File: src/rtl/hdmi_video_gen.sv
// hdmi_video_gen: AXI4-Stream pixels to raster video (data/DE/HSYNC/VSYNC)
// with frame alignment, underflow recovery and framing-error pulses.
// Ports: px_clk_i/rst_i; video_i_* stream sink; px_data_o, de_o, hsync_o,
// vsync_o to the TMDS encoders; underflow_o, sof_err_o, eol_err_o pulses.
module hdmi_video_gen #(
  parameter int PX_WIDTH    = 10,
  parameter int TDATA_WIDTH = 32,
  parameter int H_ACTIVE    = 1920,
  parameter int H_FP        = 88,
  parameter int H_SYNC      = 44,
  parameter int H_BP        = 148,
  parameter int V_ACTIVE    = 1080,
  parameter int V_FP        = 4,
  parameter int V_SYNC      = 5,
  parameter int V_BP        = 36,
  parameter bit HS_POL      = 1'b1,
  parameter bit VS_POL      = 1'b1
) (
  input  logic                   px_clk_i,
  input  logic                   rst_i,
  input  logic [TDATA_WIDTH-1:0] video_i_tdata,
  input  logic                   video_i_tvalid,
  output logic                   video_i_tready,
  input  logic                   video_i_tuser,
  input  logic                   video_i_tlast,
  output logic [3*PX_WIDTH-1:0]  px_data_o,
  output logic                   de_o,
  output logic                   hsync_o,
  output logic                   vsync_o,
  output logic                   underflow_o,
  output logic                   sof_err_o,
  output logic                   eol_err_o
);

  localparam int H_TOTAL = H_ACTIVE + H_FP + H_SYNC + H_BP;
  localparam int V_TOTAL = V_ACTIVE + V_FP + V_SYNC + V_BP;
  localparam int HW = $clog2(H_TOTAL);
  localparam int VW = $clog2(V_TOTAL);

  typedef enum logic [1:0] {
    WAIT_SOF,
    WAIT_FRAME,
    STREAM
  } state_t;

  state_t        state;
  logic [HW-1:0] h_cnt;
  logic [VW-1:0] v_cnt;

  logic h_wrap;
  logic v_wrap;
  logic active;
  logic hs;
  logic vs;
  logic sof_pos;
  logic eol_pos;
  logic accept;
  logic uf;
  logic se;
  logic ee;
  logic unused_tdata;

  // Whole bus is reduced so upper bits beyond 3*PX_WIDTH count as used.
  assign unused_tdata = ^video_i_tdata;

  assign h_wrap  = (int'(h_cnt) == H_TOTAL - 1);
  assign v_wrap  = (int'(v_cnt) == V_TOTAL - 1);
  assign active  = (int'(h_cnt) < H_ACTIVE) && (int'(v_cnt) < V_ACTIVE);
  assign hs      = (int'(h_cnt) >= H_ACTIVE + H_FP) &&
                   (int'(h_cnt) <  H_ACTIVE + H_FP + H_SYNC);
  assign vs      = (int'(v_cnt) >= V_ACTIVE + V_FP) &&
                   (int'(v_cnt) <  V_ACTIVE + V_FP + V_SYNC);
  assign sof_pos = (h_cnt == '0) && (v_cnt == '0);
  assign eol_pos = (int'(h_cnt) == H_ACTIVE - 1) && active;

  always_comb begin
    video_i_tready = 1'b0;
    unique case (state)
      WAIT_SOF:   video_i_tready = video_i_tvalid && !video_i_tuser;
      WAIT_FRAME: video_i_tready = sof_pos;
      STREAM:     video_i_tready = active &&
                                   !(video_i_tuser && !sof_pos);
      default:    video_i_tready = 1'b0;
    endcase
  end

  assign accept = video_i_tvalid && video_i_tready;

  assign uf = (state == STREAM) && active && !video_i_tvalid;
  assign se = (state == STREAM) && active && video_i_tvalid &&
              video_i_tuser && !sof_pos;
  // Drained pre-SOF beats are not part of the picture, so no tlast check.
  assign ee = accept && (state != WAIT_SOF) &&
              (video_i_tlast != eol_pos);

  always_ff @(posedge px_clk_i or posedge rst_i) begin
    if (rst_i) begin
      h_cnt       <= '0;
      v_cnt       <= '0;
      state       <= WAIT_SOF;
      px_data_o   <= '0;
      de_o        <= 1'b0;
      hsync_o     <= !HS_POL;
      vsync_o     <= !VS_POL;
      underflow_o <= 1'b0;
      sof_err_o   <= 1'b0;
      eol_err_o   <= 1'b0;
    end else begin
      h_cnt <= h_wrap ? '0 : h_cnt + 1'b1;
      if (h_wrap)
        v_cnt <= v_wrap ? '0 : v_cnt + 1'b1;

      de_o    <= active;
      hsync_o <= hs ? HS_POL : !HS_POL;
      vsync_o <= vs ? VS_POL : !VS_POL;

      if (accept && (state != WAIT_SOF))
        px_data_o <= video_i_tdata[3*PX_WIDTH-1:0];
      else
        px_data_o <= '0;

      underflow_o <= uf;
      sof_err_o   <= se;
      eol_err_o   <= ee;

      unique case (state)
        WAIT_SOF:
          if (video_i_tvalid && video_i_tuser)
            state <= WAIT_FRAME;
        WAIT_FRAME:
          if (sof_pos)
            state <= STREAM;
        STREAM:
          if (uf)
            state <= WAIT_SOF;
          else if (se)
            state <= WAIT_FRAME;
        default:
          state <= WAIT_SOF;
      endcase
    end
  end

endmodule

File: config.mk
export PLATFORM = sky130hd
export DESIGN_NAME = hdmi_video_gen
export DESIGN_NICKNAME = d
export VERILOG_FILES = /design/src/rtl/hdmi_video_gen.sv
export SDC_FILE = /design/constraint.sdc
export NUM_CORES = 1
export LEC_CHECK = 0
export ABC_AREA = 1
export CORE_MARGIN = 4
export CORE_UTILIZATION = 46
export CTS_BUF_LIST = sky130_fd_sc_hd__clkbuf_4 sky130_fd_sc_hd__clkbuf_8
export CTS_CLUSTER_SIZE = 30
export DETAILED_ROUTE_END_ITERATION = 12
export PLACE_DENSITY = 0.79
export SLEW_MARGIN = 40
export SYNTH_ARGS = -nofsm -noshare
export SYNTH_HDL_FRONTEND = slang
export SYNTH_SLANG_ARGS = --single-unit
File: constraint.sdc
create_clock -name px_clk_i -period 1.85 [get_ports px_clk_i]
set_input_delay 0.2775 -clock px_clk_i [delete_from_list [all_inputs] [get_ports px_clk_i]]
set_output_delay 0.2775 -clock px_clk_i [all_outputs]
set_load 0.1 [all_outputs]
==> results of run 1 <==
[path summary, 6_finish.rpt]
kind                                     from                      end  slack, ns  cells after the start
min reg2reg                h_cnt[2]$_DFF_PP0_       h_cnt[2]$_DFF_PP0_       0.54                      1
max                        h_cnt[3]$_DFF_PP0_           video_i_tready      -0.18                      7
max in group asynchronous               rst_i     v_cnt[4]$_DFFE_PP0N_       1.24                      3
min in group px_clk_i       video_i_tdata[29]  px_data_o[29]$_DFF_PP0_       0.44                      3
min                                     rst_i  px_data_o[26]$_DFF_PP0_       0.31                      3
max reg2reg                h_cnt[3]$_DFF_PP0_     state[0]$_DFFE_PP0P_      -0.08                     13
[area by class of cell]
cell class	count	area share, %
clock buffers	11	3.63
clock inverters	5	2.55
inverters	72	6.47
multi-input cells	214	28.1
flip-flops and latches	61	36.6
well taps	75	2.25
repair buffers	96	20.4
[timing repair]
item	CTS	global route
setup endpoints to repair	1	8
pin swaps	1	13
endpoints found under the hold margin	0	0
resized for setup	6	30
buffers inserted	11	7
[layout by cell type (no fill, tap or decap), types with 11 or more instances in the layout]
cell type	n
inv_1	66
dfrtp_1	60
buf_4	57
nor2_1	51
nand2_1	48
clkdlybuf4s50_1	34
nor2_2	21
nand3_1	19
o21ai_0	16
nor3_1	13
xor2_1	11
clkbuf_8	11
[per-stage QoR]
| stage | total power, µW | hold WS [ns] |
|---|---|---|
| finish | 3920 | 0.314 |
| global route | 4080 | 0.336 |
| CTS | 3870 | 0.337 |
| detailed placement | 2360 | 0.492 |
| global placement | 2340 | 0.481 |
| floorplan | 2110 | 0.350 |
[state kept, by name, indices dropped and copies added, names as in the netlist]
register	count
vsync_o	1
state	2
h_cnt	12
sof_err_o	1
de_o	1
v_cnt	11
px_data_o	30
hsync_o	1
underflow_o	1
eol_err_o	1
[worst max-delay path, cell delays in order, from the launching register on]
cell and delay (ns):
dfrtp_1 0.42, or2_4 0.29, nor2_2 0.12, nand3_2 0.11
nor2_2 0.14, nor2_2 0.06, nand2_4 0.09, buf_12 0.17
[where the power goes]
group	switching [µW]	internal [µW]	total [µW]
logic	716	267	983
registers	26.0	1400	1430
clock network	541	970	1510
total	1280	2640	3920
[per-layer routing]
layer,up-vias,track usage (%)
met5,-,0
met4,0,9.48
met3,8,4.35
met2,65,30.1
met1,1224,23.7
li1,1285,-
[logic make-up after synthesis]
logic type,count (synthesis)
simple gates,178
compound gates,21
fa+ha+maj,4
flops,61
xor+xnor,11
buf+inv,76
==> results.md, run 1 <==
- Post-Synth Adder-Cell Area: 1.73%
- Mux contribution to synthesized area: 0%
- H-tree lvl count: 3
- GRT overflow: 0
- Crit Path Class: reg -> out
- Layout Nets: around 500
- TritonCTS clock tree: built
- Slew headroom: 70.8%
- Largest family of logic cells by synthesized area: simple AND/OR/NAND/NOR gates
- Cell taking the most area after synthesis: dfrtp_1
- Setup TNS: -0.294 ns
- Final setup violation count: 3
- Max Cap Viol: 0
- Synth Area in Compound Gates: 3.80%
- Final WS setup: -0.180 ns
- Post-Synth XOR/XNOR Area: 3.32%
- Antenna viol nets, final: 0
- Final GP Congestion: approximately 0.93
- Worst-Skew Late Latency: approximately 0.34 ns
- Fin crit period: around 2.0 ns
- Share of post-route cells with drive strength above 1: 27.0%
- Status: finished with violations
- Core box area: 6030 µm²
- Total CTS buffers: 9
- Synth warn: 0
- Largest net degree at the start of global routing: 62
- Final Non-Filler Cells: 534
- Antenna violations before repair: 0
- Number of global-route vias before repair: 2449
- Ys flop type: dfrtp_1
- IO Port Bufs: about 70
- Peak supply drop: 0.000828 V
- M1 WL: 2980 µm
- Via count: 2582
- Clock skew: 0.00989 ns
- Area Overhead vs Synth: 44.0%
- Top layer in use: met4
- TritonRoute pass-1 iters: 5
- Met2 routed WL: between 3000 and 4000 µm
- Die area: between 7000 and 8000 µm²
- Cell row count: 28
- Final instance area: 4180 µm²
- CP Capture Type: output pin
- Initial Utilization: 48.1%
- Filler Cell Count: 455
- Number of DRC markers in iteration 0: 224
- Asr flop ratio synth: 100%
- Final WL: 7150 µm
- Dpl cell area: 3680 µm²
- P_leak: 0.00219 µW
- Worst Hold Class: in -> async
- Failing checks: negative setup slack
- Syn Area/Cell: 8.26 µm²
- Pwr/cell area: 940 nW/µm²
- WP data arrival: ~1.8 ns
- Most instantiated library cell after synthesis: inv_1
- Synth Area in Simple Gates: 27.9%
- CTS sink cnt: 61
- Slew Viols, Final: 0
- Syn nets: between 300 and 400
- RSZ-0062 raised after global routing: yes
- Register bit total from synthesis: 61
- Largest fanout on the critical path: 4
- Post-synthesis sequential area ratio: 52.6%
- Quantity of hold-fixing buffers added after cts: 0
- Max frequency: 493 MHz
- Synth Cell Area: 2900 µm²
- CP startpoint kind: flop
- Mean number of vias per cell: 4.84
- Ratio of final minimum period to clock period: 110%
- WL/cell: 13.4 µm
- Chip width: roughly 90 µm
- HPWL Detailed: 4790 µm
- Setup slack at placement: 0.0701 ns
- CTS Root Cell: clkbuf_8
- Post-synth EDFFs: 0
- IO Pins: 74
- Die Span Y: between 80 and 90 µm
- Metal3 WL: 354 µm
- Worst-path clk slew: 0.07 ns
- Post-layout util: 69.3%
- CTS max path bufs: 2
- First-pass GRT wire length: approximately 11000 µm
- Post-synth top cells: inv_1 (71), dfrtp_1 (61), nor2_1 (61)
- Final Hold Fails: 0
- Multi-input logic area: 1170 µm²
- Gr usage total: 18.8%
- Area contributors post-synth: dfrtp_1 (53%), inv_1 (9.2%), nor2_1 (7.9%), nand2_1 (6.9%), nand3_1 (3.8%)
- Post-synth cell types: 22
- Flip-flop and latch area: 1530 µm²
- Placed cells: ~500
- Area share of the leading cell type in the synthesized netlist: ~53%
- Drt drc: 0
- Worst slew pin tran: between 0.4 and 0.5 ns
- Cells after Synth: 351
- WP data required: 1.57 ns
- Antenna diodes: 0
Note: power is estimated with default switching activity, not from simulation.
==> run 2: changes to the inputs <==
--- a/config.mk
+++ b/config.mk
@@ -6,7 +6,7 @@
 export NUM_CORES = 1
 export LEC_CHECK = 0
 export ABC_AREA = 1
-export CORE_MARGIN = 4
+export CORE_MARGIN = 5
 export CORE_UTILIZATION = 46
 export CTS_BUF_LIST = sky130_fd_sc_hd__clkbuf_4 sky130_fd_sc_hd__clkbuf_8
 export CTS_CLUSTER_SIZE = 30
==> results.md, run 2 (synthesis results as in run 1) <==
- Worst Hold Class: in -> async
- CTS sink cnt: 61 (unchanged)
- IO Port Bufs: 71 (unchanged)
- Most common cell after layout, fill and taps aside: inv_1
- Layout Nets: 496 (+0.20%)
- Die area: 7990 µm² (+4.6%)
- Post-layout util: 66.2% (-3.1 points)
- H-tree lvl count: 3 (unchanged)
- Number of flip-flops in the largest register: 30 (unchanged)
- Gr usage total: 17.1% (-1.6 points)
- Largest net degree at the start of global routing: 62 (unchanged)
- First-pass GRT wire length: 10500 µm (-5.8%)
- CP max stage delay: 0.45 ns (+0.03 ns)
- Peak supply drop: 0.000732 V (-12%)
- Slowest library cell on the worst path: dfrtp_2
- Via count: 2571 (-0.43%)
- Pwr/cell area: 868 nW/µm² (-7.6%)
- Mean number of vias per cell: 4.79 (-0.98%)
- RSZ-0062 raised after global routing: yes
- Die Span Y: 89.4 µm (+2.3%)
- CP startpoint kind: flop
- WP data required: 1.57 ns (about the same)
- WP data arrival: 1.73 ns (-0.02 ns)
- Crit Path Class: reg -> out
- Max frequency: 497 MHz (+0.92%)
- Placed cells: 505 (+0.80%)
- Regs by FF count: px_data_o: 30 flops, h_cnt: 12 flops, v_cnt: 11 flops
- Final instance area: 4130 µm² (-1.0%)
- GRT overflow: 0 (unchanged)
- Final WS setup: -0.161 ns (+0.0185 ns)
- Antenna viol nets, final: 0 (unchanged)
- Cell row count: 29 (+3.6%)
- Antenna diodes: 0 (unchanged)
- WL/cell: 12.9 µm (-3.4%)
- Share of post-route cells with drive strength above 1: 27.2% (+0.16 points)
- Number of global-route vias before repair: 2376 (-3.0%)
- Clock skew: 0.0115 ns (+0.00159 ns)
- CP Capture Type: output pin
- Dpl cell area: 3690 µm² (+0.48%)
- Area Overhead vs Synth: 42.5%
- CTS Root Cell: clkbuf_8
- Chip width: 89.4 µm (+2.3%)
- Initial Utilization: 46.5% (-1.7 points)
- Fin crit period: 2.01 ns (-0.0185 ns)
- Final GP Congestion: 0.934 (+0.77%)
- Drt drc: 0 (unchanged)
- HPWL Detailed: 4910 µm (+2.5%)
- Final Non-Filler Cells: 537 (+0.56%)
- Largest fanout on the critical path: 7 (+3)
- Hold_ws: 0.303 ns (-0.0115 ns)
- Slew Viols, Final: 0 (unchanged)
- Final Hold Fails: 0 (unchanged)
- Number of DRC markers in iteration 0: 110 (-51%)
- Worst-path clk slew: 0.07 ns (about the same)
- CTS max path bufs: 2 (unchanged)
- Most Frequent Cell on Critical Path: nor2_2
- TritonCTS clock tree: built
- TritonRoute pass-1 iters: 4 (-1)
- Final WL: 6950 µm (-2.8%)
- Max Cap Viol: 0 (unchanged)
- Biggest register: px_data_o
- Setup slack at placement: 0.121 ns (+0.0508 ns)
- Crit path cell chain: nor2_1 -> nand3_2 -> nor2_2 -> nand3_2 -> nor2_2 -> nor2_2 -> nand2_4 -> buf_12
- Final setup violation count: 1 (-2)
- Worst-Skew Late Latency: 0.35 ns (about the same)
- Total CTS buffers: 9 (unchanged)
- Failing checks: negative setup slack
- Antenna violations before repair: 0 (unchanged)
- Status: finished with violations
- Ratio of final minimum period to clock period: 109% (-1.0 points)
- Core box area: 6240 µm² (+3.6%)
- IO Pins: 74 (unchanged)
- Worst slew pin tran: 0.395 ns (-0.0397 ns)
- Commonest non-fill, non-tap cells in the layout: inv_1 (65), buf_4 (58), dfrtp_1 (54)
- P_leak: 0.00217 µW (-0.81%)
- Slew headroom: 73.6% (+2.8 points)
==> run 2: cell types whose count changed in the layout (fill, tap and decap cells not counted), sizes merged <==
cell / delta
buf: -1
bufinv: -2
clkinv: +4
clkinvlp: -1
inv: +1
==> run 2: per-layer routing <==
metal  part of all wire (%)  wire (µm)  global-route usage (%)
met1                     42       2900                    21.6
met2                     51       3580                    28.1
met3                    5.2        358                    3.50
met4                    1.5        106                    8.12
met5                      0          0                       0
==> run 2: path summary, 6_finish.rpt <==
| kind | from | end | slack, ns | cells after the start |
|---|---|---|---|---|
| min in group px_clk_i | video_i_tdata[14] | px_data_o[14]$_DFF_PP0_ | 0.44 | 3 |
| hold reg to reg | h_cnt[0]$_DFF_PP0_ | h_cnt[0]$_DFF_PP0_ | 0.53 | 2 |
| max in group asynchronous | rst_i | v_cnt[6]$_DFFE_PP0N_ | 1.27 | 3 |
| hold / removal | rst_i | px_data_o[19]$_DFF_PP0_ | 0.30 | 3 |
| setup reg to reg | v_cnt[4]$_DFFE_PP0N_ | px_data_o[16]$_DFF_PP0_ | 0.10 | 11 |
| setup / recovery | v_cnt[4]$_DFFE_PP0N_ | video_i_tready | -0.16 | 8 |
==> run 2: repair_timing <==
item | in CTS | in global routing
setup endpoints to repair | 1 | 12
pin swaps | 3 | 7
cloned | 0 | 2
setup buffers | 8 | 7
hold buffers | 0 | 0
resized for setup | 9 | 23
==> run 2: critical path: cells and delay by family, from the launching register on <==
kind                   cells  cell delay, ns
buffers and inverters      1            0.17
and+or+nand+nor            7            0.77
DFF                        1            0.45
==> run 2: area by class of cell <==
cell class,count,area (µm²)
well taps,77,96.3
flip-flops and latches,61,1540
clock inverters,7,75.1
inverters,72,270
clock buffers,9,124
multi-input cells,214,1150
repair buffers,97,886
fillers,484,2110
==> run 2: power by group <==
| group | switching [µW] | internal [µW] | total [µW] |
|---|---|---|---|
| Sequential | 25.9 | 1400 | 1430 |
| Combinational | 688 | 279 | 967 |
| Clock | 563 | 628 | 1190 |
| Total | 1280 | 2310 | 3590 |
==> run 2: per-stage QoR <==
step	total power [µW]	TNS, ns
2_1_floorplan	2110	0
3_3_place_gp	2350	0
6_report	3590	-0.161
3_5_place_dp	2360	0
4_1_cts	3560	-0.170
5_1_grt	3730	-0.258
==> RTL change, RTL diff (config.mk and constraints of run 2) <==
The parameter `VS_POL` goes from 1'b1 to 1'b0.
--- a/src/rtl/hdmi_video_gen.sv
+++ b/src/rtl/hdmi_video_gen.sv
@@ -15,5 +15,5 @@
   parameter int V_BP        = 36,
   parameter bit HS_POL      = 1'b1,
-  parameter bit VS_POL      = 1'b1
+  parameter bit VS_POL      = 1'b0
 ) (
   input  logic                   px_clk_i,
Check against the original RTL: not equivalent (a bounded check fails within 4 cycles, from zero or initial values and one cycle with rst_i high).
==> RTL change against run 2 <==
The run still ends with setup timing left. Critical path type unchanged. Area after synthesis increased by 13%. Power increased by 1.7%. Die area increased by 11%. Sequential cell count unchanged. Critical endpoint unchanged. Routed wire length increased by 10%. Cell area increased by 9.2%. Clock power decreased by 7%. Highest routed layer unchanged. Combinational power increased by 15%. Setup slack improved by 0.035 ns. Synthesized cell count increased by 3.4%.
==> RTL change: results <==
export IMPL_hp_class="input port to async pin"
export IMPL_antennaDiodeCount=0
export IMPL_async_flop_share=1.00
export IMPL_cts_root_buf="clkbuf_8"
export IMPL_grt_pass1_wl_mm=12.0
export IMPL_worstSkewPairLatency_ns=0.34
export IMPL_ys_warnings_count=0
export IMPL_layout_nets=504
export IMPL_dp_hpwl_mm=5.26
export IMPL_dr_pass1_iters=4
export IMPL_drc=0
export IMPL_synth_cell_types=29
export IMPL_grt_start_max_net_pins=52
export IMPL_crit_slowest_cell="dfrtp_1"
export IMPL_numCtsBuffers=9
export IMPL_whs_ns=0.174
export IMPL_p_leak_nw=2.28
export IMPL_post_drt_wl_per_cell_um=13.6
export IMPL_worst_slack_ns=-0.127
export IMPL_status="finished with violations"
export IMPL_r2r_slack_ns=0.08
export IMPL_synth_area_leaders="dfrtp_1, nor2_4, inv_1, nand2_1, nor2_1"
export IMPL_finalSetupViolCount=1
export IMPL_cap_violations=0
export IMPL_grt_total_usage=0.171
export IMPL_num_vias=2672
export IMPL_largestRegisters="px_data_o: 30 flops, h_cnt: 12 flops, v_cnt: 11 flops"
export IMPL_synth_nets=404
export IMPL_drt_iter0_drc=137
export IMPL_path_max_fanout=4
export IMPL_antenna_found_initial=0
export IMPL_synth_cells_most_frequent="inv_1, dfrtp_1, nand2_1"
export IMPL_gp_congestion=0.914
export IMPL_fill_cells=516
export IMPL_synth_edf_count=0
export IMPL_ir_worst_vdd_v=0.000555
export IMPL_arrival_ns=1.70
export IMPL_critPathMaxStageDelay_ns=0.39
export IMPL_violations="setup timing"
export IMPL_critical_path_top_delay_family="simple AND/OR/NAND/NOR gates"
export IMPL_relSlewSlack=0.742
export IMPL_drive_above_1_share=0.360
export IMPL_synth_seq_area_share=0.468
export IMPL_skew_ns=0.00784
[RTL change: logic make-up after synthesis]
family,after synthesis,synth area share
adder cells (fa/ha/maj),4,0.0153
XOR/XNOR,7,0.0188
buffers and inverters,86,0.114
AND/OR/NAND/NOR,181,0.345
flip-flops,61,0.468
AO/OA/AOI/OAI,24,0.0387
[RTL change: final cells by class]
class                      instances  area share
clock buffer                      12      0.0366
inverter                          82      0.0682
clock inverter                     3     0.00443
sequential                        61       0.340
multi-input combinational        216       0.326
timing repair buffer              93       0.198
tap                               96      0.0266
[RTL change: final timing paths]
check | startpoint | cells past startpoint | to
setup / recovery | v_cnt[1] | 9 | video_i_tready
hold / removal | rst_i | 2 | px_data_o[26]
setup reg to reg | v_cnt[1] | 12 | px_data_o[2]
hold reg to reg | h_cnt[0] | 3 | h_cnt[0]
max in group asynchronous | rst_i | 3 | vsync_o
min in group px_clk_i | video_i_tdata[29] | 3 | px_data_o[29]
[RTL change: layer usage]
| metal | global-route usage | share of wire | vias to the layer above |
|---|---|---|---|
| met3 | 0.0337 | 0.037 | 19 |
| li1 | - | - | 1308 |
| met5 | 0 | 0 | - |
| met1 | 0.209 | 0.41 | 1290 |
| met2 | 0.290 | 0.53 | 55 |
| met4 | 0.0794 | 0.027 | 0 |
[RTL change: worst reg2reg max path, stage by stage, from the launching register on]
cell	delay, ns
dfrtp_1	0.39
inv_2	0.08
ha_4	0.16
nand3_2	0.09
nor2_2	0.13
nand3_2	0.11
nand2_2	0.09
nand2_4	0.05
nand3_4	0.07
buf_4	0.14
nand2_8	0.09
buf_8	0.20
nor2_4	0.09
[RTL change: where the power goes]
group / internal, mW / leakage [nW] / switching (mW) / total [mW]
Clock: 0.586 / 0.0905 / 0.521 / 1.11
Sequential: 1.40 / 0.811 / 0.0292 / 1.43
Combinational: 0.333 / 1.37 / 0.777 / 1.11
[RTL change: stage by stage]
stage | worst slack [ns] | total power [mW] | instances | area [um^2] | setup TNS, ns
floorplan | 0.0156 | 2.21 | 363 | 3270 | 0
global placement | 0.106 | 2.43 | 532 | 4040 | 0
detailed placement | 0.0701 | 2.45 | 532 | 4040 | 0
CTS | -0.126 | 3.58 | 557 | 4340 | -0.193
global route | -0.228 | 3.78 | 563 | 4510 | -0.421
finish | -0.127 | 3.65 | 563 | 4510 | -0.127
[RTL change: repair_timing]
item,4_1_cts,5_1_grt
resized for setup,15,28
cloned,0,3
pin swaps,6,8
setup buffers,10,6
endpoints found under the hold margin,0,0
setup endpoints to repair,1,40
